===== src/rtl/layer_sequencer_pkg.sv =====
// accel_pkg: shared sequencer types and defaults.
// Holds the FSM state encoding, buffer address width and max pipe latency.
package accel_pkg;

  localparam int WDef       = 16;
  localparam int ABufferDef = 11;
  localparam int LMax       = 15;

  typedef enum logic [1:0] {
    IDLE  = 2'd0,
    READ  = 2'd1,
    DRAIN = 2'd2,
    SWAP  = 2'd3
  } seqState;

  // A zero latency would never emit a result, so it runs as one stage.
  function automatic logic [3:0] clampLatency(input logic [3:0] lat);
    return (lat == 4'd0) ? 4'd1 : lat;
  endfunction

endpackage


===== src/rtl/layer_sequencer_if.sv =====
// layer_sequencer_if: neuron buffer / swapper bus of the sequencer.
// master drives select, addresses, write strobe, pooling; slave receives.
interface layer_sequencer_if
  import accel_pkg::*;
#(
  parameter int ABuffer = ABufferDef
);

  logic               readBufferSelect;
  logic [ABuffer-1:0] nReadAddress;
  logic [ABuffer-1:0] nWriteAddress;
  logic               nWWrite;
  logic               doPooling;

  modport master (
    output readBufferSelect,
    output nReadAddress,
    output nWriteAddress,
    output nWWrite,
    output doPooling
  );

  modport slave (
    input readBufferSelect,
    input nReadAddress,
    input nWriteAddress,
    input nWWrite,
    input doPooling
  );

endinterface


===== src/rtl/layer_sequencer_delay.sv =====
// valid_delay_line: token shift register with a runtime output tap.
// Ports: clk/rst, clr, validIn, tap (1..DEPTH), validOut, empty.
module valid_delay_line
  import accel_pkg::*;
#(
  parameter int DEPTH = LMax
) (
  input  logic       clk,
  input  logic       rst,
  input  logic       clr,
  input  logic       validIn,
  input  logic [3:0] tap,
  output logic       validOut,
  output logic       empty
);

  logic [DEPTH-1:0] stage;
  logic [DEPTH-1:0] live;

  always_ff @(posedge clk) begin
    if (rst || clr) begin
      stage <= '0;
    end else begin
      stage <= {stage[DEPTH-2:0], validIn};
    end
  end

  // Stages past the tap hold spent tokens; they never count as in flight.
  always_comb begin
    validOut = 1'b0;
    live     = '0;
    for (int k = 0; k < DEPTH; k++) begin
      live[k] = stage[k] && (k < int'(tap));
      if (k + 1 == int'(tap)) begin
        validOut = stage[k];
      end
    end
  end

  assign empty = ~|live;

endmodule


===== src/rtl/layer_sequencer.sv =====
// layer_sequencer: runs one layer pass (read, drain, buffer swap).
// Ports: CLK/RST, start, cfg*, busy, done, perfCycles, nBus (buffer bus).
// Define SEQ_PERF_COUNT_EN to build the perfCycles busy-cycle counter.
module layer_sequencer
  import accel_pkg::*;
#(
  parameter int W       = WDef,
  parameter int ABuffer = ABufferDef,
  parameter int LMAX    = LMax
) (
  input  logic               CLK,
  input  logic               RST,
  input  logic               start,
  input  logic [ABuffer-1:0] cfgReadLen,
  input  logic [ABuffer-1:0] cfgReadBase,
  input  logic [ABuffer-1:0] cfgWriteBase,
  input  logic [3:0]         cfgLatency,
  input  logic               cfgPool,
  output logic               busy,
  output logic               done,
  output logic [31:0]        perfCycles,
  layer_sequencer_if.master  nBus
);

  if (W < 1) begin : gBadW
    $error("layer_sequencer: W must be positive");
  end

  seqState state;
  seqState nextState;

  logic [ABuffer-1:0] lenQ;
  logic [ABuffer-1:0] rdIdx;
  logic [ABuffer-1:0] resCnt;
  logic [ABuffer-1:0] readAddr;
  logic [ABuffer-1:0] writeAddr;
  logic [3:0]         latQ;
  logic               poolQ;
  logic [1:0]         grp;
  logic               sel;

  logic tokenIn;
  logic tokenOut;
  logic lineEmpty;
  logic active;
  logic result;
  logic lastRead;
  logic lastResult;
  logic wrEn;

  assign lastRead   = rdIdx == lenQ - ABuffer'(1);
  assign lastResult = resCnt == lenQ - ABuffer'(1);
  assign active     = (state == READ) || (state == DRAIN);
  assign result     = active && tokenOut;
  // Pooled layers write once per group of four; a short tail flushes.
  assign wrEn = result && (!poolQ || grp == 2'd3 || lastResult);

  always_ff @(posedge CLK) begin
    if (RST) begin
      state <= IDLE;
    end else begin
      state <= nextState;
    end
  end

  // An empty layer still spends one READ cycle before SWAP so that
  // start-to-done timing is uniform with non-empty layers.
  always_comb begin
    nextState = state;
    tokenIn   = 1'b0;
    unique case (state)
      IDLE: begin
        if (start) nextState = READ;
      end
      READ: begin
        tokenIn = lenQ != '0;
        if (lenQ == '0) nextState = SWAP;
        else if (lastRead) nextState = DRAIN;
      end
      DRAIN: begin
        if (lineEmpty) nextState = SWAP;
      end
      SWAP: begin
        nextState = IDLE;
      end
      default: nextState = IDLE;
    endcase
  end

  always_ff @(posedge CLK) begin
    if (RST) begin
      lenQ      <= '0;
      rdIdx     <= '0;
      resCnt    <= '0;
      readAddr  <= '0;
      writeAddr <= '0;
      latQ      <= 4'd1;
      poolQ     <= 1'b0;
      grp       <= 2'd0;
      sel       <= 1'b0;
    end else begin
      if (state == IDLE && start) begin
        lenQ      <= cfgReadLen;
        readAddr  <= cfgReadBase;
        writeAddr <= cfgWriteBase;
        latQ      <= clampLatency(cfgLatency);
        poolQ     <= cfgPool;
        rdIdx     <= '0;
        resCnt    <= '0;
        grp       <= 2'd0;
      end
      if (state == READ && lenQ != '0 && !lastRead) begin
        rdIdx    <= rdIdx + ABuffer'(1);
        readAddr <= readAddr + ABuffer'(1);
      end
      if (result) begin
        resCnt <= resCnt + ABuffer'(1);
        grp    <= grp + 2'd1;
      end
      if (wrEn) begin
        writeAddr <= writeAddr + ABuffer'(1);
      end
      if (state == SWAP) begin
        sel <= ~sel;
      end
    end
  end

  valid_delay_line #(
    .DEPTH(LMAX)
  ) uDelay (
    .clk     (CLK),
    .rst     (RST),
    .clr     (state == IDLE),
    .validIn (tokenIn),
    .tap     (latQ),
    .validOut(tokenOut),
    .empty   (lineEmpty)
  );

  assign busy = state != IDLE;
  assign done = state == SWAP;

  assign nBus.readBufferSelect = sel;
  assign nBus.nReadAddress     = readAddr;
  assign nBus.nWriteAddress    = writeAddr;
  assign nBus.nWWrite          = wrEn;
  assign nBus.doPooling        = poolQ && busy;

`ifdef SEQ_PERF_COUNT_EN
  logic [31:0] busyCnt;
  logic [31:0] perfQ;

  // The SWAP cycle itself is busy, hence the +1 when publishing.
  always_ff @(posedge CLK) begin
    if (RST) begin
      busyCnt <= '0;
      perfQ   <= '0;
    end else begin
      if (state == IDLE && start) begin
        busyCnt <= '0;
      end else if (busy) begin
        busyCnt <= busyCnt + 32'd1;
      end
      if (state == SWAP) begin
        perfQ <= busyCnt + 32'd1;
      end
    end
  end

  assign perfCycles = perfQ;
`else
  assign perfCycles = '0;
`endif

endmodule


===== src/flat_wrapper.sv =====
// flat-port wrapper written by rule: the top's interface ports become plain ports
module layer_sequencer_flat import accel_pkg::*;
#(
  parameter int W       = WDef,
  parameter int ABuffer = ABufferDef,
  parameter int LMAX    = LMax
)
  (CLK, RST, start, cfgReadLen, cfgReadBase, cfgWriteBase, cfgLatency, cfgPool, busy, done, perfCycles, nBus_readBufferSelect, nBus_nReadAddress, nBus_nWriteAddress, nBus_nWWrite, nBus_doPooling);
  layer_sequencer_if #(.ABuffer(ABuffer)) nBus_i ();
  input  logic CLK;
  input  logic RST;
  input  logic start;
  input  logic [ABuffer-1:0] cfgReadLen;
  input  logic [ABuffer-1:0] cfgReadBase;
  input  logic [ABuffer-1:0] cfgWriteBase;
  input  logic [3:0] cfgLatency;
  input  logic cfgPool;
  output logic busy;
  output logic done;
  output logic [31:0] perfCycles;
  output wire logic [$bits(nBus_i.readBufferSelect)-1:0] nBus_readBufferSelect;
  output wire logic [$bits(nBus_i.nReadAddress)-1:0] nBus_nReadAddress;
  output wire logic [$bits(nBus_i.nWriteAddress)-1:0] nBus_nWriteAddress;
  output wire logic [$bits(nBus_i.nWWrite)-1:0] nBus_nWWrite;
  output wire logic [$bits(nBus_i.doPooling)-1:0] nBus_doPooling;
  assign nBus_readBufferSelect = nBus_i.readBufferSelect;
  assign nBus_nReadAddress = nBus_i.nReadAddress;
  assign nBus_nWriteAddress = nBus_i.nWriteAddress;
  assign nBus_nWWrite = nBus_i.nWWrite;
  assign nBus_doPooling = nBus_i.doPooling;
  layer_sequencer #(.W(W), .ABuffer(ABuffer), .LMAX(LMAX)) u_core (.CLK(CLK), .RST(RST), .start(start), .cfgReadLen(cfgReadLen), .cfgReadBase(cfgReadBase), .cfgWriteBase(cfgWriteBase), .cfgLatency(cfgLatency), .cfgPool(cfgPool), .busy(busy), .done(done), .perfCycles(perfCycles), .nBus(nBus_i));
endmodule

===== config.mk =====
export PLATFORM = sky130hd
export DESIGN_NAME = layer_sequencer_flat
export DESIGN_NICKNAME = d
export VERILOG_FILES = /design/src/rtl/layer_sequencer_pkg.sv /design/src/rtl/layer_sequencer_if.sv /design/src/rtl/layer_sequencer_delay.sv /design/src/rtl/layer_sequencer.sv /design/src/flat_wrapper.sv
export SDC_FILE = /design/constraint.sdc
export NUM_CORES = 1
export LEC_CHECK = 0
export CAP_MARGIN = 20
export CORE_MARGIN = 2
export CORE_UTILIZATION = 32
export DETAILED_ROUTE_END_ITERATION = 8
export GPL_ROUTABILITY_DRIVEN = 0
export PLACE_DENSITY = 0.59
export SLEW_MARGIN = 20
export SYNTH_ARGS = -nofsm -noshare
export SYNTH_HDL_FRONTEND = slang
export SYNTH_SLANG_ARGS = --single-unit
export TNS_END_PERCENT = 10

===== constraint.sdc =====
create_clock -name CLK -period 3.8 [get_ports CLK]
set_input_delay 1.14 -clock CLK [delete_from_list [all_inputs] [get_ports CLK]]
set_output_delay 1.14 -clock CLK [all_outputs]
set_load 0.02 [all_outputs]

; ---- Word level (Yosys, flattened, before mapping)
; Index checks and enable logic that the tools add are counted.
[totals]
regBits = 80
in_bits = 41
output_inout_bits = 59
[op_classes]
n_addsub = 6
magnitude_cmp = 15
eq_ne = 24
n_mux = 30
n_bitwise = 2
n_reduce_logical = 38
[ops]
columns = operator, count
row1 = $mux W11, 7
row2 = $add A11 B1 Y11 const B, 4
row3 = $eq A4 B4 Y1 const A, 8
row4 = $lt A4 B4 Y1 const A, 7
row5 = $eq A11 B11 Y1, 2
row6 = $logic_and A1 B1 Y1, 21
row7 = $eq A3 B4 Y1 const A, 4
row8 = $lt A3 B4 Y1 const A, 4
row9 = $mux W1, 15
row10 = $reduce_or A15 Y1, 1
row11 = $mux W2, 6
row12 = $logic_not A11 Y1, 1
row13 = $reduce_bool A11 Y1, 1
row14 = $sub A11 B1 Y11 const B, 1
row15 = $eq A2 B4 Y1 const A, 2
row16 = $lt A1 B4 Y1 const A, 2
row17 = $lt A2 B4 Y1 const A, 2
row18 = $pmux W2 S4, 1
row19 = $reduce_bool A2 Y1, 4
row20 = $eq A2 B2 Y1 const B, 3
row21 = $eq A1 B4 Y1 const A, 1
row22 = $logic_not A4 Y1, 1
row23 = $logic_or A1 B1 Y1, 4
row24 = $mux W4, 1
row25 = other kinds (9), 12

; ---- Longest topological paths before layout
[logic_depth]
ltp_word = 19
ltp_mapped = 14
ltp_nobuf = 9

; ---- Hierarchy
; Synthesis repeated with hierarchy kept, for this count alone.
[unflattened]
hier_cells = 584
hier_area_um2 = 4708.3
[by_module_without_submodules]
columns = mod, instances, cells_each, area_per_inst_um2, seq_area_each_um2
row1 = layer_sequencer, 1, 518, 4016.4, 1301.2
row2 = valid_delay_line, 1, 66, 691.9, 300.3

; ---- Worst setup path after synthesis
; No wires, ideal clock.
[synth_timing]
path_kind = register to output
startpoint = register u_core.lenQ[0]
endpoint = output nBus_nWWrite
arrival_time_ps = 2563
setup_slack_ps = 97
stages_incl_launch_ff = 13
cell_sequence = dfxtp_1 clkbuf_1 inv_1 ha_1 buf_4 or3b_1 buf_2 nor4_4 mux2i_1 or4_1 o21ai_2 nand2_1 inv_1
[synth_between]
elab_chain_cells = 4
[synth_lines]
columns = item, line
row1 = from (decl), layer_sequencer.sv:32  ; logic [ABuffer-1:0] lenQ;
row2 = from (signal assigned), layer_sequencer.sv:103  ; lenQ <= cfgReadLen;
row3 = $sub A11 B1 Y11, layer_sequencer.sv:52  ; assign lastResult = resCnt == lenQ - ABuffer'(1);
row4 = $eq A11 B11 Y1, layer_sequencer.sv:52
row5 = $logic_or A1 B1 Y1, layer_sequencer.sv:56  ; assign wrEn = result && (!poolQ || grp == 2'd3 || lastResult);
row6 = $logic_and A1 B1 Y1, layer_sequencer.sv:56
row7 = to (decl), flat_wrapper.sv:24  ; output wire logic [$bits(nBus_i.nWWrite)-1:0] nBus_nWWrite;
; Every way passes these cells.

; ---- Final worst setup path
; Same ends and word-level chain as after synthesis.

==> qor.yml <==
core_area_mm2: 0.0165
grt_pass1_vias: 4814
stdcell_count: 991
placed_area_mm2: 0.00628
fillers: 1732
detailedPlace.worstSlack_ps: -146
holdBufCountCts: 0
wirelength_um: 14800
cts-root-buf: "clkbuf_16"
slew_violations: 0
crit_type: "reg -> out"
synth_ff_type: "dfxtp_1"
drc: 0
cp-end-kind: "output port"
clock_latency_ps: 350
synth-async-reset-ratio_pct: 0
max_slew.worst_pin.slew_ps: 993
grt_max_degree: 57
grt_pass1_wl_um: 24700
setup_viol: 0
ys_ff_latch: 80
critPathSlowestCell: "or4_4"
multi_input_area_mm2: 0.00339
syn_area_mm2: 0.00534
fp.dieH_um: 133
yosys.cell_types.count: 69
clockBufferDepth: 2
portBuffers: 67
clock.fmax_mhz: 272
path_common_cell: "inv_2"
ys_seq_area_share_pct: 30.0
clk_pin_slew_worst_paths_ps: 60
cp.arrival_ps: 2540
h-tree-depth: 3
critPathMaxStageDelay_ps: 550
dieArea_mm2: 0.0177
routedWlPerCell_um: 15.0
dp_hpwl_um: 10600
rsz0062_at_grt: "yes"
vias: 5080
io_pins: 100
fp-row-count: 47
drive_above_1_share_pct: 12.2
hold_viol_final: 0
antenna_left: 0
seq_area_mm2: 0.00161
path_max_fanout: 5
drtIter0Drc: 385
via_per_inst: 5.13
dp.cells: 974
period_needed_ps: 3680
fin_skew_ps: 7.87
nNetsFinal: 819
stdcell_area_mm2: 0.00661
power.density_mw_per_mm2: 579
max_cap_violations: 0
firstDrtPassIters: 5
start_kind: "flop"
start_util_pct: 32.4
fin_crit_sh_pct: 96.8
antenna_found_initial: 0
min_path_type: "reg -> reg"
synth_edf_count: 0
cts_tree: "built"
clock-sinks: 80
cts_buffers: 9
n_antenna_cell: 0
die_w_um: 133
syn_to_final_growth_pct: 23.8
vdd_drop_max_mv: 0.265
synth_warnings: 0
gr-total-overflow: 0
p_leak_nw: 2.42
netlist_instances: 693
setup_ws_ps: 122
crit_required_ps: 2660
outcome: "finished, final reports clean"
grt_usage_pct: 17.1
crit_path_cell_trace: "inv_2, ha_4, or3b_4, nor4_4, mux2i_1, or4_4, o21ai_4, nand2_2, inv_2, buf_6"
max_slew_margin_pct: 33.8
syn_avg_cell_area_um2: 7.71
cells in the final DEF (no fill, tap or decap), drive strengths merged, types with 14 or more instances in the layout:
master	netlist	layout
nor3	27	27
dfxtp	80	80
nand2	70	70
nand3	53	53
a21oi	48	48
clkdlybuf4s50	0	65
a31oi	14	14
conb	1	32
and2	17	17
and3	15	15
o21ai	21	21
buf	49	52
nor2	35	35
xnor2	18	18
or3	16	16
nor3b	18	18
critical path: cells and delay by family, from the launching register on:
family,cells,cell delay [ps]
AND/OR/NAND/NOR,4,1230
buffers and inverters,3,220
adder cells (fa/ha/maj),1,120
multiplexers,1,120
AO/OA/AOI/OAI,1,150
flip-flops,1,350
synth_stat cells, types with 14 or more instances:
| master | instances | area share (%) |
|---|---|---|
| nor2_1 | 35 | 2.5 |
| o21ai_0 | 19 | 1.8 |
| nor3b_1 | 18 | 2.5 |
| a31oi_1 | 14 | 1.6 |
| a21oi_1 | 47 | 4.4 |
| nor3_1 | 27 | 2.5 |
| xnor2_1 | 18 | 3.0 |
| nand3_1 | 53 | 5.0 |
| and2_1 | 16 | 1.9 |
| dfxtp_1 | 80 | 30 |
| and3_1 | 15 | 1.8 |
| buf_4 | 36 | 5.1 |
| or3_1 | 16 | 1.9 |
| nand2_1 | 70 | 4.9 |
| clkbuf_1 | 35 | 2.5 |
per-stage QoR:
step	total power, mW	utilization, %	hold WS (ps)	TNS [ps]
2_1_floorplan	2.34	-	440	0
4_1_cts	3.82	39.9	472	0
3_5_place_dp	3.00	38.1	464	-146
3_3_place_gp	2.99	38.1	451	-89.7
5_1_grt	4.10	40.2	496	-7.27
6_report	3.83	40.2	471	0
final cells by class:
cell class                 count  area share, %
clock buffer                  13           3.78
clock inverter                 1         0.0757
inverter                      12          0.681
multi-input combinational    548           51.2
sequential                    80           24.3
tap                          220           4.16
timing repair buffer         117           15.8
kinds of logic (layout without fill, tap and decap cells):
kind of cell	Yosys count	in the layout	synth area share (%)
xor gates and xnor gates	25	25	4.36
DFF	80	80	30.0
muxes	10	10	2.18
buffers and inverters	96	143	9.74
AOI/OAI and AO/OA	155	155	19.4
and+or+nand+nor	316	316	31.9
other	1	32	0.0702
adders and majority gates	10	10	2.34
worst paths after layout:
path	slack, ps	to	from	depth (start not counted)
setup / recovery	120	nBus_nWWrite	u_core.lenQ[0]	10
hold / removal	470	u_core.poolQ	u_core.poolQ	2
setup reg to reg	730	u_core.nBus.nReadAddress[2]	u_core.lenQ[0]	10
hold reg to reg	470	u_core.poolQ	u_core.poolQ	2
flip-flops by register name, summed over array words and instances, names as in the netlist:
| signal | flops |
|---|---|
| u_core.grp | 2 |
| u_core.latQ | 4 |
| u_core.lenQ | 11 |
| u_core.nBus.nReadAddress | 11 |
| u_core.nBus.nWriteAddress | 11 |
| u_core.nBus.readBufferSelect | 1 |
| u_core.poolQ | 1 |
| u_core.rdIdx | 11 |
| u_core.resCnt | 11 |
| u_core.state | 2 |
| u_core.uDelay.stage | 15 |
repair_timing:
| item | 4_1_cts | 5_1_grt |
|---|---|---|
| setup endpoints to repair | 1 | 1 |
| endpoints found under the hold margin | 0 | 0 |
| resized for setup | 11 | 11 |
| setup buffers | 2 | 1 |
| pin swaps | 4 | 5 |
where the power goes:
part	switching [mW]	total (mW)	internal (mW)
registers	0.154	1.12	0.961
logic	1.13	1.93	0.800
clock network	0.333	0.786	0.453
total	1.62	3.83	2.21
per-layer routing:
layer | global-route usage [%] | vias up | wire, um
met5 | 0 | - | 0
met2 | 27.1 | 98 | 6690
met3 | 4.26 | 11 | 579
met4 | 4.43 | 0 | 187
li1 | - | 2589 | -
met1 | 23.4 | 2382 | 7360
Power figures use the tool's default switching activity.
